`config.mk`:
```
export PLATFORM = sky130hd
export DESIGN_NAME = regfile_rat
export DESIGN_NICKNAME = d
export VERILOG_FILES = /design/src/rtl/rv32i_types.sv /design/src/rtl/rat_read_port.sv /design/src/rtl/regfile_rat.sv
export SDC_FILE = /design/constraint.sdc
export NUM_CORES = 2
export LEC_CHECK = 0
export BUFFER_PORTS_ARGS = -buffer_cell sky130_fd_sc_hd__buf_2
export CAP_MARGIN = 20
export CORE_ASPECT_RATIO = 1.75
export CORE_MARGIN = 3
export CORE_UTILIZATION = 45
export CTS_BUF_LIST = sky130_fd_sc_hd__clkbuf_2 sky130_fd_sc_hd__clkbuf_4 sky130_fd_sc_hd__clkbuf_8
export CTS_CLUSTER_DIAMETER = 100
export DETAILED_ROUTE_END_ITERATION = 8
export PLACE_DENSITY = 0.64
export SETUP_SLACK_MARGIN = 0.15
export SLEW_MARGIN = 20
export SYNTH_ARGS = -nofsm -noshare
export SYNTH_HDL_FRONTEND = slang
export SYNTH_SLANG_ARGS = --single-unit
```
`constraint.sdc`:
```
create_clock -name clk -period 2.9 [get_ports clk]
set_input_delay 0.29 -clock clk [delete_from_list [all_inputs] [get_ports clk]]
set_output_delay 0.29 -clock clk [all_outputs]
set_load 0.02 [all_outputs]
```
`src/rtl/rv32i_types.sv`:
```
// Shared types for the RAT: the ROB commit bus and a per-source read result.
// ROB_DEPTH_BITS must equal the depth_bits parameter of regfile_rat and of the ROB instance.
package rv32i_types;

   localparam int ROB_DEPTH_BITS = 5;

   typedef struct packed {
      logic                      ready;
      logic [4:0]                rd_addr;
      logic [31:0]               rd_data;
      logic [ROB_DEPTH_BITS-1:0] rob_id;
   } rob_reg_data_bus_t;

   typedef struct packed {
      logic [31:0]               v;
      logic                      ready;
      logic [ROB_DEPTH_BITS-1:0] tag;
   } rat_read_t;

endpackage

```
`src/rtl/rat_read_port.sv`:
```
// One source lookup: x0 forcing and, with RAT_COMMIT_BYPASS_EN, same-cycle commit bypass.
// Purely combinational; no backpressure.
module rat_read_port
   import rv32i_types::*;
#(
   parameter int depth_bits = 5
) (
   input  logic [4:0]            addr,
   input  logic [31:0]           reg_v,
   input  logic                  reg_busy,
   input  logic [depth_bits-1:0] reg_tag,
   input  rob_reg_data_bus_t     commit_bus,
   output rat_read_t             rd
);

`ifdef RAT_COMMIT_BYPASS_EN
   logic commit_hit;
   // Only a commit from the producer the source is waiting on may be forwarded.
   assign commit_hit = commit_bus.ready && (commit_bus.rd_addr == addr) && reg_busy &&
                       (reg_tag == depth_bits'(commit_bus.rob_id));
`else
   rob_reg_data_bus_t unused_commit;
   assign unused_commit = commit_bus;
`endif

   always_comb begin
      rd.v     = reg_v;
      rd.ready = !reg_busy;
      rd.tag   = reg_busy ? ROB_DEPTH_BITS'(reg_tag) : '0;
`ifdef RAT_COMMIT_BYPASS_EN
      if (commit_hit) begin
         rd.v     = commit_bus.rd_data;
         rd.ready = 1'b1;
         rd.tag   = '0;
      end
`endif
      if (addr == 5'd0) begin
         rd.v     = '0;
         rd.ready = 1'b1;
         rd.tag   = '0;
      end
   end

endmodule

```
`src/rtl/regfile_rat.sv`:
```
// Architectural register file plus rename alias table (busy bit and ROB tag per register).
// Reads are zero-latency; updates land on the next clk edge; no backpressure. Optional macro: RAT_COMMIT_BYPASS_EN.
module regfile_rat
   import rv32i_types::*;
#(
   parameter int depth_bits = 5
) (
   input  logic                  clk,
   input  logic                  rst,
   input  logic                  rename_valid,
   input  logic [4:0]            rename_rd_addr,
   input  logic [depth_bits-1:0] rename_rob_id,
   input  logic [4:0]            rs1_addr,
   input  logic [4:0]            rs2_addr,
   output logic [31:0]           rs1_v,
   output logic [31:0]           rs2_v,
   output logic                  rs1_ready,
   output logic                  rs2_ready,
   output logic [depth_bits-1:0] rs1_tag,
   output logic [depth_bits-1:0] rs2_tag,
   input  rob_reg_data_bus_t     commit_bus,
   input  logic                  flush
);

   logic [31:0]           regs_q [32];
   logic [31:0]           regs_d [32];
   logic                  busy_q [32];
   logic                  busy_d [32];
   logic [depth_bits-1:0] tag_q  [32];
   logic [depth_bits-1:0] tag_d  [32];

   logic commit_en;
   logic rename_en;

   assign commit_en = commit_bus.ready && (commit_bus.rd_addr != 5'd0);
   assign rename_en = rename_valid && (rename_rd_addr != 5'd0);

   // Order matters: commit, then rename (newest mapping wins), then flush clears all mappings.
   always_comb begin
      regs_d = regs_q;
      busy_d = busy_q;
      tag_d  = tag_q;
      if (commit_en) begin
         regs_d[commit_bus.rd_addr] = commit_bus.rd_data;
         if (tag_q[commit_bus.rd_addr] == depth_bits'(commit_bus.rob_id)) begin
            busy_d[commit_bus.rd_addr] = 1'b0;
            tag_d[commit_bus.rd_addr]  = '0;
         end
      end
      if (rename_en) begin
         busy_d[rename_rd_addr] = 1'b1;
         tag_d[rename_rd_addr]  = rename_rob_id;
      end
      if (flush) begin
         for (int i = 0; i < 32; i++) begin
            busy_d[i] = 1'b0;
            tag_d[i]  = '0;
         end
      end
   end

   always_ff @(posedge clk) begin
      if (rst) begin
         for (int i = 0; i < 32; i++) begin
            regs_q[i] <= '0;
            busy_q[i] <= 1'b0;
            tag_q[i]  <= '0;
         end
      end else begin
         regs_q <= regs_d;
         busy_q <= busy_d;
         tag_q  <= tag_d;
      end
   end

   rat_read_t rd1;
   rat_read_t rd2;

   rat_read_port #(.depth_bits(depth_bits)) u_rs1 (
      .addr       (rs1_addr),
      .reg_v      (regs_q[rs1_addr]),
      .reg_busy   (busy_q[rs1_addr]),
      .reg_tag    (tag_q[rs1_addr]),
      .commit_bus (commit_bus),
      .rd         (rd1)
   );

   rat_read_port #(.depth_bits(depth_bits)) u_rs2 (
      .addr       (rs2_addr),
      .reg_v      (regs_q[rs2_addr]),
      .reg_busy   (busy_q[rs2_addr]),
      .reg_tag    (tag_q[rs2_addr]),
      .commit_bus (commit_bus),
      .rd         (rd2)
   );

   assign rs1_v     = rd1.v;
   assign rs1_ready = rd1.ready;
   assign rs1_tag   = depth_bits'(rd1.tag);
   assign rs2_v     = rd2.v;
   assign rs2_ready = rd2.ready;
   assign rs2_tag   = depth_bits'(rd2.tag);

endmodule

```
# [After elaboration in Yosys (flattened, before gate mapping)]
# Index checks and enable logic that the tools add are counted.
# W data, S select, Z words.
[word_totals] output_inout_bits=76 elab_cells=166 inputBits=67 register_bits=1216
[classes] order_cmp=6 n_eq_ne=1 bitwise=9 muxes=43 n_reduce_logical=11
[ops] operator="$bwmux W1024" count=1
[ops] operator="$mux W160" count=3
[ops] operator="$bmux W32 S5" count=2
[ops] operator="$mux W32" count=8
[ops] operator="$and A160 B160 Y160" count=1
[ops] operator="$bwmux W160" count=1
[ops] operator="$demux W32 S5" count=1
[ops] operator="$not A160 Y160" count=1
[ops] operator="$mux W38" count=2
[ops] operator="$bmux W5 S5" count=3
[ops] operator="$demux W5 S5" count=2
[ops] operator="$mux W5" count=10
[ops] operator="$and A32 B32 Y32" count=1
[ops] operator="$not A32 Y32" count=1
[ops] operator="$or A32 B32 Y32" count=1
[ops] operator="$ge A6 B6 Y1 const B" count=4
[ops] operator="$not A5 Y6" count=4
[ops] operator="$lt A6 B1 Y1 const B" count=2
[ops] operator="$bmux W1 S5" count=2
[ops] operator="$demux W1 S5" count=2
[ops] operator="$logic_not A5 Y1" count=2
[ops] operator="$reduce_bool A5 Y1" count=2
[ops] operator="$mux W1" count=6
[ops] operator="$eq A5 B5 Y1" count=1
[ops] operator="other kinds (3)" count=7

# [Logic depth before layout (Yosys ltp)]
[logic_depth] ltp_word=11 depth_mapped=11 ltp_nobuf=7

# [By module]
# From an unflattened synthesis, not the netlist that was laid out.
[hier_totals] hier_cells=6507 hier_area_um2=63485.9
[by_module_without_submodules] mod="regfile_rat" seq_area_each_um2=24343.3 area_per_inst_um2=62575.0 cells_per_inst=6401 n_inst=1
[by_module_without_submodules] mod="rat_read_port" seq_area_each_um2=0.0 area_per_inst_um2=455.4 cells_per_inst=53 n_inst=2

# [Worst setup path before layout]
# Ideal clock, no wire load.
[synth_timing] kind="input to output" from="input port rs1_addr[0]" to="output port rs1_v[14]" path_stages=9 required_time_ns=2.610 n_path_buf=5 setup_slack_ns=-0.026 t_arrival_ns=2.636 cell_sequence="buf_2 buf_2 clkbuf_1 buf_1 buf_2 mux4_2 mux4_2 mux2i_1 nor2_1"
[synth_via] elab_chain_len=5 word_cells_on_any_way=6 classes_between="mux (4); bitwise (1); reduce/logical (1)"
[synth_lines] item="start: declaration" line_no="regfile_rat.sv:13" text="input logic [4:0] rs1_addr,"
[synth_lines] item="$not A5 Y6 (implied by the code)" line_no="regfile_rat.sv:81" text=".reg_v (regs_q[rs1_addr]),"
[synth_lines] item="$bmux W32 S5" line_no="regfile_rat.sv:81"
[synth_lines] item="$mux W32 (implied by the code) (2 in series)" line_no="regfile_rat.sv:81"
[synth_lines] item="$mux W38 *" line_no="rat_read_port.sv:37" text="if (addr == 5'd0) begin"
[synth_lines] item="end: declaration" line_no="regfile_rat.sv:15" text="output logic [31:0] rs1_v,"
# Every way passes the cells marked *; elsewhere a longest branch is shown, timed or not. The select of a mux whose other input is x is not followed.

# [Final worst setup path]
[layout_timing] from="register busy_q[11] (netlist bit)" to="output port rs2_tag[1]"
[layout_via] elab_chain_len=5
[layout_lines] item="start: declaration" line_no="regfile_rat.sv:27" text="logic busy_q [32];"
[layout_lines] item="start signal: assignment" line_no="regfile_rat.sv:71" text="busy_q <= busy_d;"
[layout_lines] item="$bmux W1 S5" line_no="regfile_rat.sv:91" text=".reg_busy (busy_q[rs2_addr]),"
[layout_lines] item="$mux W1 (implied by the code) (2 in series)" line_no="regfile_rat.sv:91"
[layout_lines] item="$mux W5" line_no="rat_read_port.sv:29" text="rd.tag = reg_busy ? ROB_DEPTH_BITS'(reg_tag) : '0;"
[layout_lines] item="$mux W38" line_no="rat_read_port.sv:37"
[layout_lines] item="end: declaration" line_no="regfile_rat.sv:20" text="output logic [depth_bits-1:0] rs2_tag,"
# Every way passes these cells. The select of a mux whose other input is x is not followed.

==> metrics.md <==
| Metric | Value |
|---|---|
| Setup crit end kind | output port |
| Crit path buf inv count | 3 |
| IO buf count | about 140 |
| Util after Layout | 53.9% |
| Hold WC Path Type | in -> reg |
| Initial DRC count | just under 8000 |
| Core Box Area | 0.138 mm² |
| Setup repair after global routing missed its margin | true |
| Cells after Synth | 6706 |
| Overflow after GRT | 0 |
| Yosys warning count | 0 |
| Commonest cells post-synth | nand2_1 (2088), dfxtp_1 (1216), a21oi_1 (1013) |
| Clk slew on worst S/H paths | 0.08 ns |
| Number of fill cells in the layout | 12100 |
| Fraction of post-synthesis cell area in the top cell type by area | between 30% and 40% |
| TritonRoute pass-1 iters | 9 |
| Chip width | 288 µm |
| # H-tree levels | 4 |
| Post-Syn Area | 0.0626 mm² |
| Critical path's largest stage delay | 0.51 ns |
| Nets | 6871 |
| Setup CP Type | reg -> out |
| Num CTS Buffers | around 180 |
| Share of layout cells above drive strength 1 | 29.0% |
| Setup TNS | -10.19 ns |
| Initial antenna violation count | 9 |
| Pwr/cell area | slightly below 500 mW/mm² |
| CP Launch Type | flip-flop |
| Layout area overhead | 18.7% |
| Initial core utilization | 45.4% |
| Slew Viols, Final | 0 |
| First-pass GRT wire length | 379 mm |
| Root Driver | clkbuf_8 |
| Sequential area share after synthesis | about two fifths |
| Die area | between 0.1 and 0.15 mm² |
| Post-route clock period utilization | 115% |
| DRT antenna net count | 0 |
| Worst Path Max Fanout | 6 |
| Worst slack, placed | -0.263 ns |
| Flops & latches, synth | between 1000 and 1500 |
| Drt drc | 0 |
| Drt wl/cell | 30.0 µm |
| VDD IR max | ~0.00052 V |
| Distinct cell type count after synthesis | 43 |
| Worst slew margin | roughly 16% |
| Final Cell Area | between 0.07 and 0.08 mm² |
| Syn Nets | 6773 |
| Row count | 180 |
| Failing checks | negative setup slack |
| Outcome | complete, but fails checks |
| Final Total Pwr | 0.0363 W |
| Max Clock Skew | 0.0338 ns |
| Height of the die | 499 µm |
| Cell repeated most along the worst path | buf_4 |
| Post-synth EDFFs | 0 |
| DR vias | 58400 |
| Post-DP HPWL | 162 mm |
| Top-Level Pins | about 140 |
| Fin. Hold Viols | 0 |
| Fmax | 299 MHz |
| Worst Tran Pin Value | between 1 and 1.5 ns |
| WP data required | between 2 and 3 ns |
| CTS tree | done |
| Leakage | 24.8 nW |
| Fin worst setup slack | -0.440 ns |
| Final min period | 3.34 ns |
| Routed wire length | between 200 and 300 mm |
| Vias in the first global route | 56700 |
| Largest cells by area after synthesis | dfxtp_1 (39%), mux4_2 (24%), nand2_1 (13%), a21oi_1 (8.1%), clkbuf_1 (3.6%) |
| Max-cap viol count | 0 |
| Via-to-Cell Ratio | between 6 and 7 |
| R2r setup slk | 0.14 ns |
| GRT Total Usage | approximately 36% |
| # clock sinks | 1216 |
| CP Cell Sequence | mux4_2, mux2_4, a221oi_4, buf_4, a211o_4, a211oi_2, buf_4, buf_2 |
| Post-synth top flop | dfxtp_1 |
| Final setup violation count | 67 |
| Skew-Pair Late Insertion Delay | between 0.9 and 1 ns |
| Top delay family on crit path | multiplexers |
| Largest net degree at the start of global routing | 193 |
| Area after DPL | 0.0679 mm² |
| Clock Path Buffers | 3 |
| Syn avg cell area | 9.33 µm² |
| Cell taking the most area after synthesis | dfxtp_1 |
| Final RePlAce weighted congestion | 0.950 |
| Cell with the most instances after synthesis | nand2_1 |
| CP max-delay cell | mux4_2 |
| Share of flip-flops with an asynchronous set or reset | 0% |
| Worst EP arrival | 3.05 ns |
-- placed cells by master, fill, tap and decap left out, types with 30 or more instances in the layout --
cell type / netlist / layout
nand2_1: 2088 / 2064
dfxtp_1: 1216 / 1063
a21oi_1: 1013 / 1006
mux4_2: 668 / 668
buf_4: 10 / 342
clkbuf_8: 0 / 228
o22ai_1: 223 / 218
mux2i_1: 179 / 160
nand3_1: 168 / 160
dfxtp_2: 0 / 153
buf_12: 0 / 118
buf_6: 0 / 69
buf_2: 49 / 61
clkbuf_4: 0 / 50
nor2_1: 97 / 42
dlygate4sd3_1: 0 / 41
nor2_4: 0 / 40
nor2b_1: 34 / 33
o221ai_1: 30 / 30
nor4_4: 30 / 30
-- where the power goes --
part	switching [W]	internal, W
registers	0.0000841	0.0168
clock network	0.00729	0.00850
logic	0.00235	0.00124
total	0.00972	0.0265
-- area by class of cell --
class / count / area [µm²] / area share, %
multi-input combinational: 4770 / 36900 / 49.6
tap: 1820 / 2280 / 3.07
timing repair buffer: 636 / 6510 / 8.76
sequential: 1216 / 24500 / 33.0
clock inverter: 49 / 547 / 0.736
inverter: 2 / 7.51 / 0.0101
clock buffer: 278 / 3510 / 4.73
antenna: 9 / 22.5 / 0.0303
-- worst min-delay path, delay by kind of cell --
family	cells	cell delay, ns
compound gates	1	0.12
buf+inv	1	0.15
simple gates	2	0.38
-- sequential cells by signal (all words and copies together), names as in the netlist --
| signal | cells |
|---|---|
| tag_q | 160 |
| regs_q | 1024 |
| busy_q | 32 |
-- worst paths after layout --
path | from | end | cells after the start
worst max register to register | tag_q[38] | tag_q[57] | 9
worst min-delay path | rename_rd_addr[4] | tag_q[82] | 4
worst max-delay path | busy_q[11] | rs2_tag[1] | 8
worst min register to register | regs_q[267] | regs_q[267] | 2
-- routing by layer --
metal / track usage (%) / part of all wire, % / vias to the layer above
li1: - / - / 24200
met1: 42.7 / 34 / 28300
met2: 55.2 / 45 / 4329
met3: 8.78 / 11 / 1440
met4: 28.7 / 10 / 10
met5: 0.377 / 0.050 / -
-- stage by stage --
step                hold WS [ns]  instances
floorplan                  0.426       6706
global placement           0.448       8359
detailed placement         0.457       8359
CTS                       0.0119       8760
global route              0.0763       8773
finish                    0.0641       8780
-- repair_timing --
action,CTS,global route
setup buffers,33,11
pin swaps,50,39
gates cloned,0,0
endpoints found under the setup margin,76,78
hold buffers,41,0
gates resized for setup,334,134
hold endpoints to repair,1046,0
-- logic make-up after synthesis --
family,after synthesis,share of synthesized area (%)
XOR/XNOR,1,0.0140
AO/OA/AOI/OAI,1387,12.3
multiplexers,896,27.8
AND/OR/NAND/NOR,2486,16.5
flip-flops,1216,38.9
buffers and inverters,720,4.48
(Power assumes the default switching activity.)
